File: src/rtl/mem_access_stage.sv
// Memory stage: runs loads/stores over a req/ack handshake and registers results into MEM/WB.
// Non-memory ops take one cycle; memory ops stall upstream until ack or timeout abort.
module mem_access_stage #(
    parameter int unsigned MAX_WAIT = 15
) (
    input  logic        clk,
    input  logic        reset,
    input  logic        valid_in,
    input  logic        mem_read_in,
    input  logic        mem_write_in,
    input  logic        byte_access_in,
    input  logic [31:0] addr_in,
    input  logic [31:0] store_data_in,
    input  logic        reg_write_enable_in,
    input  logic        mem_to_reg_select_in,
    input  logic [3:0]  dest_reg_in,
    output logic        stall_out,
    output logic        valid_out,
    output logic        reg_write_enable_out,
    output logic        mem_to_reg_select_out,
    output logic [3:0]  dest_reg_out,
    output logic [31:0] load_data_out,
    output logic [31:0] alu_result_out,
    output logic        mem_fault_out,
    output logic        dm_req,
    output logic        dm_we,
    output logic [31:0] dm_addr,
    output logic [31:0] dm_wdata,
    output logic [3:0]  dm_be,
    input  logic [31:0] dm_rdata,
    input  logic        dm_ack
);

    typedef enum logic {S_IDLE, S_WAIT} state_t;

    localparam logic [7:0] LAST_CNT = 8'(MAX_WAIT - 1);

    state_t      state_q, state_d;
    logic [7:0]  cnt_q;
    logic        store_q, byte_q, rwe_q, m2r_q;
    logic [31:0] addr_q, data_q;
    logic [3:0]  dest_q;
    logic        mem_op, timeout;
    logic [31:0] lane_shift, load_val;

    assign mem_op  = valid_in & (mem_read_in | mem_write_in);
    assign timeout = (state_q == S_WAIT) & ~dm_ack & (cnt_q == LAST_CNT);

    assign lane_shift = dm_rdata >> {addr_q[1:0], 3'b000};
    assign load_val   = store_q ? 32'd0 : (byte_q ? {24'd0, lane_shift[7:0]} : dm_rdata);

    always_comb begin
        state_d   = state_q;
        stall_out = 1'b0;
        dm_req    = 1'b0;
        dm_we     = 1'b0;
        dm_addr   = 32'd0;
        dm_wdata  = 32'd0;
        dm_be     = 4'd0;
        case (state_q)
            S_IDLE: begin
                stall_out = mem_op;
                if (mem_op) state_d = S_WAIT;
            end
            S_WAIT: begin
                stall_out = ~dm_ack;
                dm_req    = 1'b1;
                dm_we     = store_q;
                dm_addr   = {addr_q[31:2], 2'b00};
                dm_be     = byte_q ? (4'b0001 << addr_q[1:0]) : 4'b1111;
                dm_wdata  = byte_q ? {4{data_q[7:0]}} : data_q;
                if (dm_ack || timeout) state_d = S_IDLE;
            end
            default: state_d = S_IDLE;
        endcase
    end

    always_ff @(posedge clk or posedge reset) begin
        if (reset) state_q <= S_IDLE;
        else       state_q <= state_d;
    end

    always_ff @(posedge clk or posedge reset) begin
        if (reset) begin
            cnt_q                 <= 8'd0;
            store_q               <= 1'b0;
            byte_q                <= 1'b0;
            rwe_q                 <= 1'b0;
            m2r_q                 <= 1'b0;
            addr_q                <= 32'd0;
            data_q                <= 32'd0;
            dest_q                <= 4'd0;
            valid_out             <= 1'b0;
            reg_write_enable_out  <= 1'b0;
            mem_to_reg_select_out <= 1'b0;
            dest_reg_out          <= 4'd0;
            load_data_out         <= 32'd0;
            alu_result_out        <= 32'd0;
            mem_fault_out         <= 1'b0;
        end else if (state_q == S_IDLE) begin
            if (mem_op) begin
                // A read+write op is treated as a store.
                store_q   <= mem_write_in;
                byte_q    <= byte_access_in;
                rwe_q     <= reg_write_enable_in;
                m2r_q     <= mem_to_reg_select_in;
                addr_q    <= addr_in;
                data_q    <= store_data_in;
                dest_q    <= dest_reg_in;
                cnt_q     <= 8'd0;
                valid_out <= 1'b0;
            end else begin
                valid_out             <= valid_in;
                reg_write_enable_out  <= reg_write_enable_in;
                mem_to_reg_select_out <= mem_to_reg_select_in;
                dest_reg_out          <= dest_reg_in;
                alu_result_out        <= addr_in;
                load_data_out         <= 32'd0;
            end
        end else begin
            if (dm_ack || timeout) begin
                // Ack takes priority over a coincident timeout.
                valid_out             <= 1'b1;
                reg_write_enable_out  <= dm_ack ? rwe_q : 1'b0;
                mem_to_reg_select_out <= m2r_q;
                dest_reg_out          <= dest_q;
                alu_result_out        <= addr_q;
                load_data_out         <= dm_ack ? load_val : 32'd0;
                if (!dm_ack) mem_fault_out <= 1'b1;
            end else begin
                valid_out <= 1'b0;
                if (cnt_q != 8'hFF) cnt_q <= cnt_q + 8'd1;
            end
        end
    end

endmodule
File: config.mk
export PLATFORM = sky130hd
export DESIGN_NAME = mem_access_stage
export DESIGN_NICKNAME = d
export VERILOG_FILES = /design/src/rtl/mem_access_stage.sv
export SDC_FILE = /design/constraint.sdc
export NUM_CORES = 1
export LEC_CHECK = 0
export BUFFER_PORTS_ARGS = -buffer_cell sky130_fd_sc_hd__buf_4
export CORE_MARGIN = 2
export CORE_UTILIZATION = 38
export DETAILED_ROUTE_END_ITERATION = 12
export PLACE_DENSITY_LB_ADDON = 0.15
export SLEW_MARGIN = 20
export SYNTH_ARGS = -nofsm -noshare
export SYNTH_HDL_FRONTEND = slang
export SYNTH_SLANG_ARGS = --single-unit
File: constraint.sdc
create_clock -name clk -period 6.75 [get_ports clk]
set_input_delay 1.35 -clock clk [delete_from_list [all_inputs] [get_ports clk]]
set_output_delay 1.35 -clock clk [all_outputs]
set_load 0.02 [all_outputs]
-- Yosys cells after proc, flatten, opt, wreduce, memory -nomap -nowiden
Cells that the tools add are included.
- logic and storage cells: 74
- bits in read-only memories: 0
- memories: 0
- latch bits: 0
- memory bits (writable): 0
- input bits: 109
- flip-flop bits (word level): 153
- shift operators: 2
- mux-type cells: 37
- divide/modulo/power cells: 0
- reductions and logical operators: 6
- bitwise gates (word level): 6
- $lt $le $gt $ge: 0
- eq/ne operators: 6
- add/sub/neg operators: 1
- $mul: 0
- operator list (cell ; count):
    $mux 32 ; 12
    $mux 8 ; 4
    $shr 32x5->8 ; 1
    $mux 4 ; 5
    $mux 1 ; 14
    $add 8x1->8 const B ; 1
    $eq 8x4->1 const B ; 1
    $ne 8x8->1 const B ; 1
    $reduce_and 3->1 ; 2
    $ne 2x1->1 const B ; 2
    $ne 2x2->1 const B ; 2
    $pmux 1 s2 ; 2
    $reduce_and 2->1 ; 2
    $shl 1x2->4 const A ; 1
    $and 1x1->1 ; 3
    $not 1->1 ; 2
    $reduce_bool 2->1 ; 1
    $logic_or 1x1->1 ; 1
    $or 1x1->1 ; 1

-- Depth between registers and ports, before layout
Gate-level depths: netlist of the first run.
- word-level depth: 6
- gate-level depth with buffers: 8
- gate-level depth less buffers: 6

-- Worst setup path after synthesis of the first run
OpenSTA, ideal clock, no wires.
- kind: input to output
- from: input port mem_write_in
- to: output port stall_out
- setup slack: 3.307 ns
- arrival: 2.093 ns
- cell stages on the path: 4
- required time: 5.400 ns
- cells stage by stage: o21ai_0 mux2_4 inv_2 buf_2
- longest elaborated chain between the ends: 3
- ends and longest elaborated chain (item ; RTL line ; text):
    start, declared ; 10 ; input logic mem_write_in,
    $or 1x1->1 ; 46 ; assign mem_op = valid_in & (mem_read_in | mem_write_in);
    $and 1x1->1 ; 46 ;
    $pmux 1 s2 ; 60 ; case (state_q)
    end, declared ; 17 ; output logic stall_out,
No other way between the ends.

-- Worst setup path after layout of the first run
Ends and elaborated chain as after synthesis.

==> results_dict.tcl, run 1 <==
set metrics [dict create \
    synth_top_family_by_area "compound AO/OA/AOI/OAI gates" \
    synthAdderAreaFrac 0.00357 \
    avgSynthCellArea_um2 11.5 \
    cp_common_cell "buf_4" \
    cts.clk_slew.worst_paths_ps 60 \
    grt_max_degree 103 \
    cts_resized 0 \
    avgViaCountPerCell 5.34 \
    drcViolationCount 0 \
    drv_cap 0 \
    hpwl_um 13800 \
    run_status "complete, no violations" \
    max-slew-margin-rel 0.343 \
    startpoint_type "input port" \
    layout_commonest_cell "buf_4" \
    gp_congestion 0.853 \
    ys_seq_elements 153 \
    syn_area_um2 7010 \
    core.rowCount 49 \
    synthSimpleGateAreaFrac 0.121 \
    finalSetupViolCount 0 \
    slowest_stage "inv_2" \
    dr.pass1.iters 4 \
    skew_ps 10.7 \
    worstPathMaxFanout 42 \
    vdd_ir_drop_max_mv 0.185 \
    comb_power_share 0.300 \
    syn2layout_area_growth_pct 36.5 \
    dieHeight_um 140 \
    powerDensity_nw_per_um2 322 \
    synthMuxAreaShare 0.141 \
    fin_crit_sh 0.623 \
    coreArea_um2 18000 \
    wl_per_cell_um 18.4 \
    grtUsageTotal 0.200 \
    reg2reg_from "state_q$_DFF_PP0_" \
    worstPathArrival_ps 2860 \
    report.final.slew_viol_count 0 \
    rsz0062_at_grt "no" \
    setup_tns_ps 0 \
    ctsHtreeMaxLevel 4 \
    cp_cell_sequence "buf_4, o21ai_0, mux2_4, inv_2, buf_4" \
    synth_cells 609 \
    cts_buffers 17 \
    required_ps 5400 \
    grt_pass1_wl_um 31200 \
    cts_root_buf "clkbuf_16" \
    ant_nets 0 \
    synth_xor_area_frac 0 \
    multi_input_area_um2 2910 \
    yosysWarningCount 0 \
    leakagePower_nw 4.51 \
    report.final.hold_viol_count 0 \
    sw_frac_of_total 0.324 \
    worstMarginPinSlew_ps 983 \
    final_cell_mix "258 x buf_4, 152 x dfrtp_1, 80 x mux2_2" \
    sequentialPowerShare 0.393 \
    place_ws_ps 2560 \
    io_buffers 249 \
    die_width_um 140 \
    cts.path.max_buffers 2 \
    antenna_found_initial 0 \
    clock-sinks 153 \
    min_period_ps 4210 \
    insertion_delay_ps 420 \
    instances_no_fill 1079 \
    min_path_type "reg2reg" \
    endpoint_kind "output pin" \
    num_antenna_cells 0 \
    n_fill_cell 1633 \
    dp.cells 1048 \
    tritoncts "done" \
    ys_types 41 \
    overflow 0 \
    worst-setup-path-type "in2out" \
    setup_slack_ps 2540 \
    die_area_um2 19600 \
    final_nets 949 \
    crit_family "buffers and inverters" \
    critPathMaxStageDelay_ps 570 \
    synth_compound_area_frac 0.148 \
    cts_setup_buffers 0 \
    p_clk_frac 0.307 \
    fmax_ghz 0.238 \
    startpoint "mem_write_in" \
    drt_wl_total_um 19900 \
    regArea_um2 3830 \
    num_vias 5757 \
    worstPathBufferInverterCount 3 \
    start_util 0.389 \
    ios 252 \
    synth-seq-area-share 0.546 \
    p_int_mw 2.08 \
    p_sw_mw 0.996 \
    drtIter0Drc 298 \
    postCtsHoldBufs 0 \
    first_global_vias 5857 \
    hp-start "mem_fault_out$_DFFE_PP0P_" \
    layout-drive-gt1-share 0.441 \
]
logic make-up (layout without fill, tap and decap cells):
group / Yosys count / in the layout
fa+ha+maj: 2 / 2
buf+inv: 55 / 295
simple gates: 146 / 146
mux: 88 / 88
compound gates: 164 / 164
flops: 153 / 153
other cells: 1 / 2
metal layers:
metal  up-vias  global-route usage  routed length [µm]
li1       2650                   -                   -
met2       182               0.321                9630
met4         0              0.0632                 347
met3        23              0.0568                1210
met5         -                   0                   0
met1      2902               0.264                8700
power by group through the flow:
stage	Combinational, mW	Sequential [mW]	Clock [mW]
final	0.924	1.21	0.943
after global routing	0.994	1.23	1.01
after CTS	0.936	1.21	0.963
after detailed placement	0.934	1.23	0
after global placement	0.920	1.22	0
after floorplan	0.489	1.27	0
worst reg2reg max path: stages, from the launching register on:
cell and delay (ps):
dfrtp_2 360, buf_4 530, nand4_1 930, buf_4 550, and4_1 180, a211o_1 220
path summary, 6_finish.rpt:
check                                                 end  slack [ps]  cells after the start
min in group asynchronous          addr_q[23]$_DFFE_PP0P_        1150                      2
worst min-delay path            mem_fault_out$_DFFE_PP0P_         480                      1
worst max-delay path                            stall_out        2540                      5
worst max register to register       cnt_q[3]$_DFFE_PP0P_        3860                      5
max in group asynchronous            cnt_q[7]$_DFFE_PP0P_        4340                      3
worst min register to register  mem_fault_out$_DFFE_PP0P_         480                      1
layout make-up:
class,instances,area share
timing repair buffer,258,0.202
multi-input combinational,402,0.304
clock buffer,21,0.0481
tap,229,0.0299
sequential,153,0.400
clock inverter,10,0.0124
inverter,6,0.00288
through the flow:
stage / area (µm²) / power (mW) / util / hold slack (ps)
final: 9570 / 3.08 / 0.531 / 481
after global routing: 9570 / 3.23 / 0.531 / 504
after CTS: 9570 / 3.11 / 0.531 / 484
after detailed placement: 8990 / 2.16 / 0.499 / 466
after global placement: 8990 / 2.14 / 0.499 / 456
after floorplan: 7010 / 1.76 / - / 471
cell usage after synthesis, drive strengths merged:
master,count,area share
mux2,81,0.13
or3,1,0.00089
nand3,42,0.030
nand4b,1,0.0012
clkbuf,17,0.0091
nor2,7,0.0052
and3,3,0.0027
a21oi,60,0.043
ha,2,0.0036
nand4,2,0.0018
nor2b,2,0.0018
a41oi,1,0.0012
nand2b,27,0.024
inv,6,0.0032
and4,3,0.0037
nand2,12,0.0064
nor3,2,0.0014
mux2i,7,0.010
nand3b,1,0.0011
o21ai,42,0.030
conb,1,0.00053
a211o,2,0.0025
nor4b,1,0.0034
buf,32,0.028
a22o,33,0.041
o41ai,3,0.0037
a221o,1,0.0014
dfrtp,153,0.55
and2,41,0.037
nor4,1,0.00089
o31ai,6,0.0064
a22oi,8,0.0086
o2bb2ai,8,0.010
state kept, by name, summed over array words and instances (netlist names):
name / flops
valid_out: 1
m2r_q: 1
alu_result_out: 32
store_q: 1
rwe_q: 1
load_data_out: 32
cnt_q: 8
addr_q: 32
dest_reg_out: 4
reg_write_enable_out: 1
data_q: 32
byte_q: 1
mem_fault_out: 1
state_q: 1
dest_q: 4
mem_to_reg_select_out: 1
Power figures use the tool's default switching activity.
==> inputs of run 2 (changes only) <==
- clock period: 6.75 -> 4.2 ns (I/O delays scaled with it)
==> run 2 against run 1 <==
First-iteration DRC count grew 11%; critical path depth is 1 lower; wire length rose by 2.4%; combinational power increased by 60%; flip-flop and latch count unchanged; utilization increased by 0.44 points; total power grew 64%; register-to-register slack got worse by 2200 ps; clock skew fell by 2.1 ps; clock power up 70%; critical path type is now reg2out; largest power group unchanged.
==> results_dict.tcl, run 2 (synthesis results as in run 1) <==
set metrics [dict create \
    run_status "complete, no violations" \
    grt_pass1_wl_um 32300 \
    gp_congestion 0.835 \
    startpoint "state_q$_DFF_PP0_" \
    wl_per_cell_um 18.8 \
    final_nets 952 \
    endpoint_kind "output pin" \
    worstPathArrival_ps 2230 \
    overflow 0 \
    cts_buffers 17 \
    coreArea_um2 18000 \
    grtUsageTotal 0.206 \
    max-slew-margin-rel 0.350 \
    report.final.slew_viol_count 0 \
    core.rowCount 49 \
    ant_nets 0 \
    antenna_found_initial 0 \
    finalInstanceArea_um2 9650 \
    use_met3 0.0582 \
    cts_setup_buffers 0 \
    start_util 0.389 \
    leakagePower_nw 4.54 \
    final_cell_mix "259 x buf_4, 151 x dfrtp_1, 80 x mux2_2" \
    r2r_slack_ps 1630 \
    io_buffers 249 \
    startpoint_type "flop" \
    fmax_ghz 0.326 \
    min_path_type "in2async" \
    dieHeight_um 140 \
    clock-sinks 153 \
    postCtsHoldBufs 0 \
    met1_usage 0.265 \
    cts.clk_slew.worst_paths_ps 70 \
    powerDensity_nw_per_um2 523 \
    dr.pass1.iters 6 \
    grt.busiest_layer "met2" \
    die_width_um 140 \
    cts.path.max_buffers 2 \
    drcViolationCount 0 \
    worstMarginPinSlew_ps 972 \
    first_global_vias 6004 \
    placed_area_um2 9040 \
    worst-setup-path-type "reg2out" \
    grt_max_degree 100 \
    cts_root_buf "clkbuf_16" \
    ctsHtreeMaxLevel 4 \
    die_area_um2 19600 \
    tritoncts "done" \
    rsz0062_at_grt "no" \
    worstPathMaxFanout 45 \
    min_period_ps 3070 \
    finalSetupViolCount 0 \
    hpwl_um 14200 \
    drv_cap 0 \
    use_met2 0.336 \
    reg2reg_from "state_q$_DFF_PP0_" \
    ios 252 \
    syn2layout_area_growth_pct 37.7 \
    setup_tns_ps 0 \
    report.final.hold_viol_count 0 \
    critPathMaxStageDelay_ps 570 \
    num_vias 5818 \
    num_antenna_cells 0 \
    avgViaCountPerCell 5.37 \
    skew_ps 8.59 \
    layout-drive-gt1-share 0.444 \
    fin_crit_sh 0.731 \
    layout_commonest_cell "buf_4" \
    insertion_delay_ps 420 \
    cts_resized 0 \
    vdd_ir_drop_max_mv 0.290 \
    cp_cell_sequence "inv_2, buf_4, a21oi_1, buf_4" \
    drtIter0Drc 332 \
    drt_wl_total_um 20400 \
    required_ps 3360 \
    slowest_stage "dfrtp_2" \
    cp_common_cell "buf_4" \
]
-- run 2: final cells by class --
| class | instances | area [µm²] |
|---|---|---|
| Clock buffer | 20 | 437 |
| Clock inverter | 12 | 175 |
| Fill cell | 1648 | 8370 |
| Inverter | 6 | 26.3 |
| Multi-Input combinational cell | 402 | 2910 |
| Sequential cell | 153 | 3830 |
| Tap cell | 229 | 287 |
| Timing Repair Buffer | 261 | 1980 |
-- run 2: worst max-delay path: cells and delay by family (launching register included) --
family	cells	cell delay [ps]
buffers and inverters	3	1090
DFF	1	570
AOI/OAI and AO/OA	1	100
-- run 2: where the power goes --
| group | internal [mW] | total (mW) | switching (mW) |
|---|---|---|---|
| registers | 1.75 | 1.97 | 0.217 |
| logic | 0.694 | 1.48 | 0.783 |
| clock network | 0.993 | 1.60 | 0.604 |
-- run 2: through the flow --
stage	utilization	hold slack (ps)	power [mW]	worst slack, ps	instances
final	0.535	338	5.04	1130	1083
after global routing	0.535	340	5.29	970	1083
after CTS	0.535	326	5.09	1060	1083
after detailed placement	0.501	487	3.48	1260	1051
after global placement	0.501	475	3.44	1320	1051
after floorplan	-	471	2.83	1430	610
-- run 2: worst paths after layout --
check | endpoint | cells past startpoint
hold reg to reg | addr_q[16]$_DFFE_PP0P_ | 1
min in group clk | addr_q[16]$_DFFE_PP0P_ | 1
setup / recovery | dm_be[2] | 4
hold / removal | addr_q[7]$_DFFE_PP0P_ | 2
setup reg to reg | addr_q[27]$_DFFE_PP0P_ | 4
max in group asynchronous | byte_q$_DFFE_PP0P_ | 3
-- run 2: per-layer routing --
metal  share of wire  wire length, µm  vias to the layer above
met2            0.49             9960                      192
met4           0.013              264                        0
met5               0                0                        -
met3           0.069             1400                       19
met1            0.43             8750                     2942
li1                -                -                     2665
